$ cat src/rtl/mmio_uart_tx_if.sv
`default_nettype none
// ============================================================================
// Module   : mmio_uart_tx_if
// Brief    : Data-memory bus snoop and status read-back bundle for mmio_uart_tx.
// Revision : 1.0
// ============================================================================
interface mmio_uart_tx_if #(
    parameter int N = 32
);
    logic         memwrite;
    logic [N-1:0] dataadr;
    logic [N-1:0] writedata;
    logic [N-1:0] rdata;
    logic         sel;

    modport master (
        output memwrite, dataadr, writedata,
        input  rdata, sel
    );

    modport slave (
        input  memwrite, dataadr, writedata,
        output rdata, sel
    );
endinterface
`default_nettype wire

$ cat src/rtl/mmio_uart_tx.sv
`default_nettype none
// ============================================================================
// Module   : mmio_uart_tx
// Brief    : Memory-mapped 8N1 UART transmitter with byte FIFO and status reg.
// Revision : 1.0
// ============================================================================
module mmio_uart_tx #(
    parameter int           N            = 32,
    parameter int           CLKS_PER_BIT = 16,
    parameter int           FIFO_DEPTH   = 8,
    parameter logic [N-1:0] ADDR_DATA    = 32'hFFFF_FF00,
    parameter logic [N-1:0] ADDR_STATUS  = 32'hFFFF_FF04
) (
    input  wire logic          clk,
    input  wire logic          reset,
    mmio_uart_tx_if.slave      bus,
    output logic               tx,
    output logic               busy
);

    localparam int PTR_W  = $clog2(FIFO_DEPTH);
    localparam int CNT_W  = PTR_W + 1;
    localparam int BAUD_W = $clog2(CLKS_PER_BIT);
    localparam logic [BAUD_W-1:0] BAUD_MAX = BAUD_W'(CLKS_PER_BIT - 1);
    localparam logic [CNT_W-1:0]  CNT_FULL = CNT_W'(FIFO_DEPTH);

    typedef enum logic [1:0] {
        S_IDLE  = 2'd0,
        S_START = 2'd1,
        S_DATA  = 2'd2,
        S_STOP  = 2'd3
    } state_t;

    state_t              state_q, state_d;
    logic [BAUD_W-1:0]   baud_q, baud_d;
    logic [2:0]          bit_q, bit_d;
    logic [7:0]          shift_q, shift_d;
    logic                tx_q, tx_d;
    logic [PTR_W-1:0]    wr_ptr_q, wr_ptr_d;
    logic [PTR_W-1:0]    rd_ptr_q, rd_ptr_d;
    logic [CNT_W-1:0]    count_q, count_d;
    logic                ovf_q, ovf_d;
    logic [7:0]          mem_q [FIFO_DEPTH];

    logic                w_push, w_push_ok, w_drop, w_pop, w_clr;
    logic                w_empty, w_full;
    logic [N-1:0]        w_status;
    logic                w_unused;

    assign w_unused  = ^bus.writedata[N-1:8];

    assign w_empty   = (count_q == '0);
    assign w_full    = (count_q == CNT_FULL);
    assign w_push    = bus.memwrite && (bus.dataadr == ADDR_DATA);
    assign w_clr     = bus.memwrite && (bus.dataadr == ADDR_STATUS) && bus.writedata[0];
    // A full FIFO still takes a push when the head leaves on the same edge.
    assign w_push_ok = w_push && (!w_full || w_pop);
    assign w_drop    = w_push && !w_push_ok;

    always_comb begin
        state_d = state_q;
        baud_d  = baud_q;
        bit_d   = bit_q;
        shift_d = shift_q;
        w_pop   = 1'b0;
        case (state_q)
            S_IDLE: begin
                if (!w_empty) begin
                    w_pop   = 1'b1;
                    shift_d = mem_q[rd_ptr_q];
                    baud_d  = '0;
                    state_d = S_START;
                end
            end
            S_START: begin
                if (baud_q == BAUD_MAX) begin
                    baud_d  = '0;
                    bit_d   = 3'd0;
                    state_d = S_DATA;
                end else begin
                    baud_d  = baud_q + BAUD_W'(1);
                end
            end
            S_DATA: begin
                if (baud_q == BAUD_MAX) begin
                    baud_d  = '0;
                    shift_d = {1'b0, shift_q[7:1]};
                    if (bit_q == 3'd7) begin
                        state_d = S_STOP;
                    end else begin
                        bit_d   = bit_q + 3'd1;
                    end
                end else begin
                    baud_d  = baud_q + BAUD_W'(1);
                end
            end
            default: begin
                if (baud_q == BAUD_MAX) begin
                    baud_d  = '0;
                    state_d = S_IDLE;
                end else begin
                    baud_d  = baud_q + BAUD_W'(1);
                end
            end
        endcase

        // Line level follows the state being entered so tx comes straight from a flop.
        case (state_d)
            S_START: tx_d = 1'b0;
            S_DATA:  tx_d = shift_d[0];
            default: tx_d = 1'b1;
        endcase
    end

    always_comb begin
        wr_ptr_d = w_push_ok ? wr_ptr_q + PTR_W'(1) : wr_ptr_q;
        rd_ptr_d = w_pop     ? rd_ptr_q + PTR_W'(1) : rd_ptr_q;
        case ({w_push_ok, w_pop})
            2'b10:   count_d = count_q + CNT_W'(1);
            2'b01:   count_d = count_q - CNT_W'(1);
            default: count_d = count_q;
        endcase
        ovf_d = ovf_q;
        if (w_clr)  ovf_d = 1'b0;
        if (w_drop) ovf_d = 1'b1;
    end

    always_ff @(posedge clk) begin
        if (reset) begin
            state_q  <= S_IDLE;
            baud_q   <= '0;
            bit_q    <= 3'd0;
            shift_q  <= 8'd0;
            tx_q     <= 1'b1;
            wr_ptr_q <= '0;
            rd_ptr_q <= '0;
            count_q  <= '0;
            ovf_q    <= 1'b0;
        end else begin
            state_q  <= state_d;
            baud_q   <= baud_d;
            bit_q    <= bit_d;
            shift_q  <= shift_d;
            tx_q     <= tx_d;
            wr_ptr_q <= wr_ptr_d;
            rd_ptr_q <= rd_ptr_d;
            count_q  <= count_d;
            ovf_q    <= ovf_d;
        end
    end

    always_ff @(posedge clk) begin
        if (!reset && w_push_ok) begin
            mem_q[wr_ptr_q] <= bus.writedata[7:0];
        end
    end

    always_comb begin
        w_status             = '0;
        w_status[0]          = w_empty;
        w_status[1]          = w_full;
        w_status[2]          = (state_q != S_IDLE);
        w_status[3]          = ovf_q;
        w_status[8 +: CNT_W] = count_q;
    end

    assign bus.rdata = (bus.dataadr == ADDR_STATUS) ? w_status : '0;
    assign bus.sel   = (bus.dataadr == ADDR_DATA) || (bus.dataadr == ADDR_STATUS);
    assign tx        = tx_q;
    assign busy      = (state_q != S_IDLE) || !w_empty;

endmodule
`default_nettype wire

$ cat src/flat_wrapper.sv
// flat-port wrapper written by rule: the top's interface ports become plain ports
module mmio_uart_tx_flat 
#(
    parameter int           N            = 32,
    parameter int           CLKS_PER_BIT = 16,
    parameter int           FIFO_DEPTH   = 8,
    parameter logic [N-1:0] ADDR_DATA    = 32'hFFFF_FF00,
    parameter logic [N-1:0] ADDR_STATUS  = 32'hFFFF_FF04
)
  (clk, reset, tx, busy, bus_memwrite, bus_dataadr, bus_writedata, bus_rdata, bus_sel);
  mmio_uart_tx_if #(.N(N)) bus_i ();
  input  wire logic clk;
  input  wire logic reset;
  output logic tx;
  output logic busy;
  input wire logic [$bits(bus_i.memwrite)-1:0] bus_memwrite;
  input wire logic [$bits(bus_i.dataadr)-1:0] bus_dataadr;
  input wire logic [$bits(bus_i.writedata)-1:0] bus_writedata;
  output wire logic [$bits(bus_i.rdata)-1:0] bus_rdata;
  output wire logic [$bits(bus_i.sel)-1:0] bus_sel;
  assign bus_i.memwrite = bus_memwrite;
  assign bus_i.dataadr = bus_dataadr;
  assign bus_i.writedata = bus_writedata;
  assign bus_rdata = bus_i.rdata;
  assign bus_sel = bus_i.sel;
  mmio_uart_tx #(.N(N), .CLKS_PER_BIT(CLKS_PER_BIT), .FIFO_DEPTH(FIFO_DEPTH), .ADDR_DATA(ADDR_DATA), .ADDR_STATUS(ADDR_STATUS)) u_core (.clk(clk), .reset(reset), .bus(bus_i), .tx(tx), .busy(busy));
endmodule
$ cat config.mk
export PLATFORM = sky130hd
export DESIGN_NAME = mmio_uart_tx_flat
export DESIGN_NICKNAME = d
export VERILOG_FILES = /design/src/rtl/mmio_uart_tx_if.sv /design/src/rtl/mmio_uart_tx.sv /design/src/flat_wrapper.sv
export SDC_FILE = /design/constraint.sdc
export NUM_CORES = 1
export LEC_CHECK = 0
export CAP_MARGIN = 15
export CORE_MARGIN = 4
export CORE_UTILIZATION = 45
export CTS_CLUSTER_DIAMETER = 30
export DETAILED_ROUTE_END_ITERATION = 7
export GPL_TIMING_DRIVEN = 0
export PLACE_DENSITY = 0.75
export SYNTH_ARGS = -nofsm -noshare
export SYNTH_HDL_FRONTEND = slang
export SYNTH_SLANG_ARGS = --single-unit
$ cat constraint.sdc
create_clock -name clk -period 3.47 [get_ports clk]
set_clock_uncertainty 0.15 [all_clocks]
set_input_delay 0.694 -clock clk [delete_from_list [all_inputs] [get_ports clk]]
set_output_delay 0.694 -clock clk [all_outputs]
set_load 0.02 [all_outputs]
==> results of run 1 <==
stage by stage:
step / cell area [sq um] / setup WS [ns] / setup TNS (ns) / utilization [%]
after CTS: 5450 / 0.0938 / 0 / 58.2
after global placement: 5180 / -0.713 / -44.15 / 55.3
after detailed placement: 5230 / -0.521 / -17.40 / 55.8
after global routing: 5460 / 0.0144 / 0 / 58.3
final: 5460 / 0.183 / 0 / 58.3
after floorplan: 4490 / 0.397 / 0 / -
layer usage:
metal / vias to the layer above / share of wire (%)
li1: 1400 / -
met1: 1378 / 43
met2: 71 / 51
met3: 7 / 4.3
met4: 0 / 0.93
met5: - / 0
logic make-up after synthesis:
logic type / synth area share, %
DFF: 58.2
muxes: 12.4
buffers and inverters: 7.22
adders and majority gates: 2.27
AOI/OAI and AO/OA: 6.28
and+or+nand+nor: 12.3
xor gates and xnor gates: 1.19
other: 0.0852
critical path, delay by kind of cell:
kind	cells	cell delay (ns)
simple gates	4	0.74
buf+inv	3	1.00
flip-flops by register name (all words and copies together) (netlist names), named ones only:
register,count
u_core.state_q,2
u_core.rd_ptr_q,3
u_core.mem_q,64
u_core.count_q,4
u_core.bit_q,3
u_core.ovf_q,1
u_core.tx,1
u_core.baud_q,4
u_core.shift_q,8
u_core.wr_ptr_q,3
synth_stat cells, types with 2 or more instances:
cell / instances / area [sq um]
sky130_fd_sc_hd__nand2_1: 7 / 26.3
sky130_fd_sc_hd__or3_1: 3 / 18.8
sky130_fd_sc_hd__o22ai_1: 7 / 43.8
sky130_fd_sc_hd__nand2b_1: 3 / 18.8
sky130_fd_sc_hd__nand3b_1: 3 / 22.5
sky130_fd_sc_hd__and2_1: 3 / 18.8
sky130_fd_sc_hd__nor2b_1: 4 / 25.0
sky130_fd_sc_hd__xor2_1: 5 / 43.8
sky130_fd_sc_hd__mux2_2: 5 / 56.3
sky130_fd_sc_hd__buf_6: 3 / 33.8
sky130_fd_sc_hd__o21ai_0: 7 / 35.0
sky130_fd_sc_hd__edfxtp_1: 64 / 1920
sky130_fd_sc_hd__nor3_1: 12 / 60.1
sky130_fd_sc_hd__ha_1: 8 / 100
sky130_fd_sc_hd__a21oi_1: 9 / 45.0
sky130_fd_sc_hd__nor4_1: 3 / 18.8
sky130_fd_sc_hd__inv_1: 6 / 22.5
sky130_fd_sc_hd__mux2i_1: 13 / 130
sky130_fd_sc_hd__and3_1: 3 / 18.8
sky130_fd_sc_hd__buf_1: 2 / 7.51
sky130_fd_sc_hd__a22oi_1: 6 / 45.0
sky130_fd_sc_hd__buf_2: 5 / 25.0
sky130_fd_sc_hd__clkbuf_1: 5 / 18.8
sky130_fd_sc_hd__nand4_1: 7 / 43.8
sky130_fd_sc_hd__nor2_1: 31 / 116
sky130_fd_sc_hd__dfxtp_1: 32 / 641
sky130_fd_sc_hd__nand3_1: 10 / 50.1
sky130_fd_sc_hd__a221oi_1: 2 / 17.5
sky130_fd_sc_hd__mux4_2: 16 / 360
sky130_fd_sc_hd__buf_4: 28 / 210
layout make-up:
class                      instances  share of cell area [%]
multi-input combinational        213                    30.3
buffer                            43                    5.40
sequential                        96                    46.9
tap                              129                    2.95
inverter                           6                   0.412
clock inverter                     6                    1.05
clock buffer                      10                    2.34
timing repair buffer              61                    10.6
worst max path at each step:
stage                    endpoint  slack, ns  cells past startpoint               from
4_1_cts                   bus_sel       0.09                      5    bus_dataadr[14]
5_1_grt        u_core.mem_q[2][2]       0.01                      9    bus_dataadr[25]
2_1_floorplan   u_core.count_q[3]       0.40                     10  u_core.count_q[1]
3_5_place_dp         bus_rdata[1]      -0.52                      6    bus_dataadr[14]
3_3_place_gp   u_core.mem_q[7][4]      -0.71                      6    bus_dataadr[14]
6_report             bus_rdata[1]       0.18                      7    bus_dataadr[31]
power groups by stage:
stage / combinational, mW / sequential, mW / clock, mW
after floorplan: 0.635 / 1.34 / 0
after detailed placement: 0.845 / 1.35 / 0
after global routing: 0.935 / 1.33 / 0.756
final: 0.847 / 1.33 / 0.684
after global placement: 0.826 / 1.35 / 0
after CTS: 0.850 / 1.33 / 0.704
repair_timing:
| action | 4_1_cts | 5_1_grt |
|---|---|---|
| endpoints found under the setup margin | 10 | 1 |
| pin swaps | 1 | 2 |
| gates resized for setup | 12 | 2 |
| setup buffers | 3 | 1 |
| hold buffers | 0 | 0 |
==> results.yml, run 1 <==
status:
  outcome: "finished, final reports clean"
hold_path:
  timing.hold.worst_endpoint: "u_core.ovf_q"
  hp-start: "u_core.ovf_q"
  timing.hold.worst_path_depth: 2
  worstHoldPathType: "register to register"
final_layout:
  leading_cell_types_in_the_layout_fill_and_taps_excluded: "sky130_fd_sc_hd__edfxtp_1, sky130_fd_sc_hd__clkdlybuf4s50_1, sky130_fd_sc_hd__buf_4"
  post_route_cells_drive_above_1_share_pct: 22.3
  diodes: 0
  synthesis_to_finish_area_growth_pct: 24.2
  multi_input_area_sq_um: 1660
  nNetsFinal: 505
  final_cells: 564
  final-seq-area_sq_um: 2560
  fill_cells: 796
  mostFrequentLayoutCell: "sky130_fd_sc_hd__edfxtp_1"
timing:
  finalMaxSlewViolations: 0
  fmax_mhz: 304
  grt_setup_unrepaired: "no"
  worst_slew_pin_slew_ns: 0.848
  period_needed_ns: 3.29
  timing.final.setup_violations: 0
  hold_slack_ns: 0.337
  layout_worst_path_cycle_share_pct: 94.7
  max_slew_headroom_pct: 43.2
  final_hold_viol_count: 0
setup_path:
  start_kind: "input port"
  rr_endpoint: "u_core.count_q[3]"
  critical_path.max_fanout: 7
  critPathSlowestCell: "sky130_fd_sc_hd__clkdlybuf4s50_1"
  cp_cell_sequence: "clkdlybuf4s50_1 > nand4b_1 > nor4_4 > nand4_1 > buf_4 > nor2_1 > dlygate4sd2_1"
  critical_path.max_stage_delay_ns: 0.47
  rr_startpoint: "u_core.count_q[1]"
  ff2ff_path_depth: 10
  critPathRequiredTime_ns: 2.63
  timing.critical_path.arrival_ns: 2.44
  element_type_at_the_critical_path_end: "output pin"
  path_class: "input port to output pin"
  r2r_setup_slack_ns: 0.27
pwr:
  power-per-cell-area_nw_per_um2: 523
  leakage_power_figure_nw: 2.07
  vdd_drop_max_mv: 0.295
  power.share.combinational_pct: 29.6
  p_int_mw: 1.97
  power.net_switching_uw: 893
  totalPowerFinal_mw: 2.86
  portion_of_total_power_attributed_to_sequential_cells_pct: 46.4
  power.clock.fraction_pct: 23.9
  netSwitchingFraction_pct: 31.2
floorplanning:
  std_cell_rows: 35
  floorplan.die.height_um: 107
  die_w_um: 107
  design.die.area_sq_um: 11400
  start_util_pct: 47.0
  floorplan.core_area_sq_um: 9370
  top_level_ports: 102
routing:
  total_vias_in_the_final_route: 2856
  totalWireLength_um: 8810
  number_of_iterations_in_the_first_detailed_routing_pass: 4
  post-route-drc-count: 0
  post_drt_wl_per_cell_um: 15.6
  drt-initial-drc-count: 109
  final_antenna_net_count: 0
  drt-vias-per-instance: 5.06
logic_synthesis:
  synth-async-reset-ratio_pct: 0
  seq_area_frac_synth_pct: 58.2
  syn_area_per_cell_sq_um: 13.1
  synth.lib_cells_used.distinct: 53
  ys_ff_latch: 96
  ys.warnings.count: 0
  synth-edff-count: 64
  netlist_area_sq_um: 4400
  synth_ff_type: "sky130_fd_sc_hd__edfxtp_1"
  post_synth_inst_count: 335
place:
  post-place-cells: 544
  gpl_congestion: 0.805
  io_buffers: 53
  hpwlAfterDp_um: 6470
global_routing:
  grt_use_met2_pct: 27.0
  globalRoute.totalOverflow: 0
  grt_pass1_wl_um: 13900
  antenna_found_initial: 0
  groute.layer.met3.usage_pct: 3.55
  grt_pass1_vias: 2781
  global_route.peak_usage_layer: "met2"
  grt_max_degree: 19
  globalRouteTotalUtil_pct: 15.9
  grt.met1_usage_pct: 20.2
clock_network:
  tritoncts_clock_tree: "done"
  clock_path_buffers: 2
  worst_skew_pair.late_latency_ns: 0.36
  cts.sink_count: 96
  htree_num_levels: 3
  numCtsBuffers: 9
  clockRootBuffer: "sky130_fd_sc_hd__clkbuf_8"
  clkTransAtPathRegs_ns: 0.10
job:
  maxCapViolCount: 0
(Power assumes the default switching activity.)
==> run 2, diff against run 1 <==
PLACE_DENSITY = 0.74   (was 0.75)
==> run 2 against run 1 <==
- design area fell by 0.34%
- combinational power down 0.7%
- global-route usage is 0.16 points lower
- count of clock-buffer cells in the layout shrank 1
- routed wire length shrank 2.1%
- non-clock buffer count shrank 1
- fmax decreased by 3.2%
- flip-flop and latch count is the same
- clock power is 0.9% higher
- register-to-register slack got worse by 0.11 ns
- critical path depth shrank 2
- utilization down 0.20 points
==> results.yml, run 2 (same netlist as run 1, synthesis figures left out) <==
status:
  outcome: "finished, final reports clean"
timing:
  max_slew_headroom_pct: 40.8
  fmax_mhz: 295
  timing.final.setup_violations: 0
  worst_slew_pin_slew_ns: 0.883
  final_hold_viol_count: 0
  grt_setup_unrepaired: "no"
  tns_ns: 0
  hold_slack_ns: 0.337
  period_needed_ns: 3.39
  finalMaxSlewViolations: 0
  layout_worst_path_cycle_share_pct: 97.8
global_routing:
  antenna_found_initial: 0
  globalRoute.totalOverflow: 0
  grt_pass1_vias: 2837
  grt_max_degree: 19
  globalRouteTotalUtil_pct: 15.8
  grt_pass1_wl_um: 14100
pwr:
  portion_of_total_power_attributed_to_sequential_cells_pct: 46.4
  power.clock.fraction_pct: 24.2
  leakage_power_figure_nw: 2.05
  power-per-cell-area_nw_per_um2: 524
  power.share.combinational_pct: 29.4
  p_int_mw: 1.96
  power.net_switching_uw: 894
  vdd_drop_max_mv: 0.385
  netSwitchingFraction_pct: 31.3
setup_path:
  cp_cell_sequence: "clkdlybuf4s50_1 > nand4_1 > nor4_4 > and3_1 > clkdlybuf4s50_1"
  element_type_at_the_critical_path_end: "output pin"
  critPathSlowestCell: "sky130_fd_sc_hd__clkdlybuf4s50_1"
  r2r_setup_slack_ns: 0.16
  timing.critical_path.arrival_ns: 2.55
  critPathRequiredTime_ns: 2.63
  critical_path.max_fanout: 4
  cpMostUsedCell: "sky130_fd_sc_hd__clkdlybuf4s50_1"
  path_class: "input port to output pin"
  critical_path.max_stage_delay_ns: 0.63
  start_kind: "input port"
final_layout:
  utilization_pct: 58.1
  post-route-cell-area_sq_um: 5450
  largest_register_ffs: 64
  synthesis_to_finish_area_growth_pct: 23.7
  post_route_cells_drive_above_1_share_pct: 22.1
  mostFrequentLayoutCell: "sky130_fd_sc_hd__edfxtp_1"
  largestRegisters: "u_core.mem_q: 64 flops, u_core.shift_q: 8 flops"
  leading_cell_types_in_the_layout_fill_and_taps_excluded: "sky130_fd_sc_hd__edfxtp_1, sky130_fd_sc_hd__clkdlybuf4s50_1, sky130_fd_sc_hd__buf_4"
  registers.top_by_ff_count: "u_core.mem_q"
  diodes: 0
  fill_cells: 793
  nNetsFinal: 504
clock_network:
  worst_skew_pair.late_latency_ns: 0.37
  htree_num_levels: 3
  clockRootBuffer: "sky130_fd_sc_hd__clkbuf_8"
  clkTransAtPathRegs_ns: 0.10
  number_of_buffers_inserted_by_hold_repair_at_cts: 0
  numCtsBuffers: 9
  clock_path_buffers: 2
  tritoncts_clock_tree: "done"
  cts.sink_count: 96
place:
  dpl-instance-area_sq_um: 5220
  io_buffers: 53
  gpl_congestion: 0.820
  hpwlAfterDp_um: 6390
hold_path:
  worstHoldPathType: "register to register"
job:
  maxCapViolCount: 0
routing:
  post_drt_wl_per_cell_um: 15.3
  number_of_iterations_in_the_first_detailed_routing_pass: 4
  totalWireLength_um: 8630
  total_vias_in_the_final_route: 2853
  final_antenna_net_count: 0
  drt-vias-per-instance: 5.07
  post-route-drc-count: 0
  drt-initial-drc-count: 136
floorplanning:
  floorplan.core_area_sq_um: 9370
  top_level_ports: 102
  floorplan.die.height_um: 107
  std_cell_rows: 35
  die_w_um: 107
  design.die.area_sq_um: 11400
  start_util_pct: 47.0
==> run 2: cell count changes in the layout (fill, tap and decap cells not counted), sizes merged <==
cell | previous run | this run
clkbuf | 15 | 14
clkinvlp | 0 | 1
inv | 10 | 11
dlymetal6s2s | 1 | 0
clkinv | 2 | 1
buf | 46 | 45
clkdlybuf4s50 | 44 | 45
==> run 2: critical path, delay by kind of cell <==
family,cells,cell delay (ns)
buffers and inverters,2,1.08
AND/OR/NAND/NOR,3,0.77
==> run 2: cell type report <==
type,count,area [sq um],share of cell area [%]
Clock inverter,7,58.8,1.08
Buffer,43,295,5.42
Sequential cell,96,2560,47.1
Tap cell,129,161,2.96
Multi-Input combinational cell,213,1650,30.4
Clock buffer,9,124,2.27
Timing Repair Buffer,60,568,10.4
Inverter,6,22.5,0.414
==> run 2: power by group through the flow <==
stage | Combinational [mW] | Sequential (mW) | Clock, mW
after floorplan | 0.635 | 1.34 | 0
after global placement | 0.828 | 1.35 | 0
after detailed placement | 0.840 | 1.35 | 0
after CTS | 0.846 | 1.32 | 0.705
after global routing | 0.936 | 1.33 | 0.753
final | 0.841 | 1.32 | 0.690
==> run 2: worst paths after layout <==
path / endpoint / from / cells after the start
worst max-delay path: bus_sel / bus_dataadr[15] / 5
worst min-delay path: u_core.ovf_q / u_core.ovf_q / 2
worst max register to register: u_core.count_q[3] / u_core.count_q[1] / 10
worst min register to register: u_core.ovf_q / u_core.ovf_q / 2
==> run 2: per-stage QoR <==
| stage | cells | worst slack [ns] | power [mW] |
|---|---|---|---|
| 2_1_floorplan | 358 | 0.397 | 1.98 |
| 3_3_place_gp | 540 | -0.727 | 2.18 |
| 3_5_place_dp | 544 | -0.513 | 2.19 |
| 4_1_cts | 563 | 0.0551 | 2.87 |
| 5_1_grt | 563 | 0.00850 | 3.02 |
| 6_report | 563 | 0.0752 | 2.85 |
==> run 2: what timing repair did <==
item                       CTS  global route
gates resized for setup     12             0
setup endpoints to repair   11             0
setup buffers                3             0
==> run 2: routing by layer <==
layer  track usage, %  wire length (um)
met2             26.8              4360
met3             4.82               484
met5                0                 0
met1             19.6              3680
met4             4.02               101
==> run 3, diff against run 2 <==
clock period = 3.52 ns   (was 3.47 ns; I/O delays follow)
==> results of run 3 <==
Same layout as run 2 (identical final DEF). Status: finished, final reports clean.
Among the figures that moved: setup slack after placement -0.513 ns -> -0.483 ns; setup slack after layout 0.0752 ns -> 0.105 ns; register-to-register setup slack 0.16 ns -> 0.21 ns; total power 2.85 mW -> 2.81 mW; worst IR drop on VDD 0.385 mV -> 0.380 mV
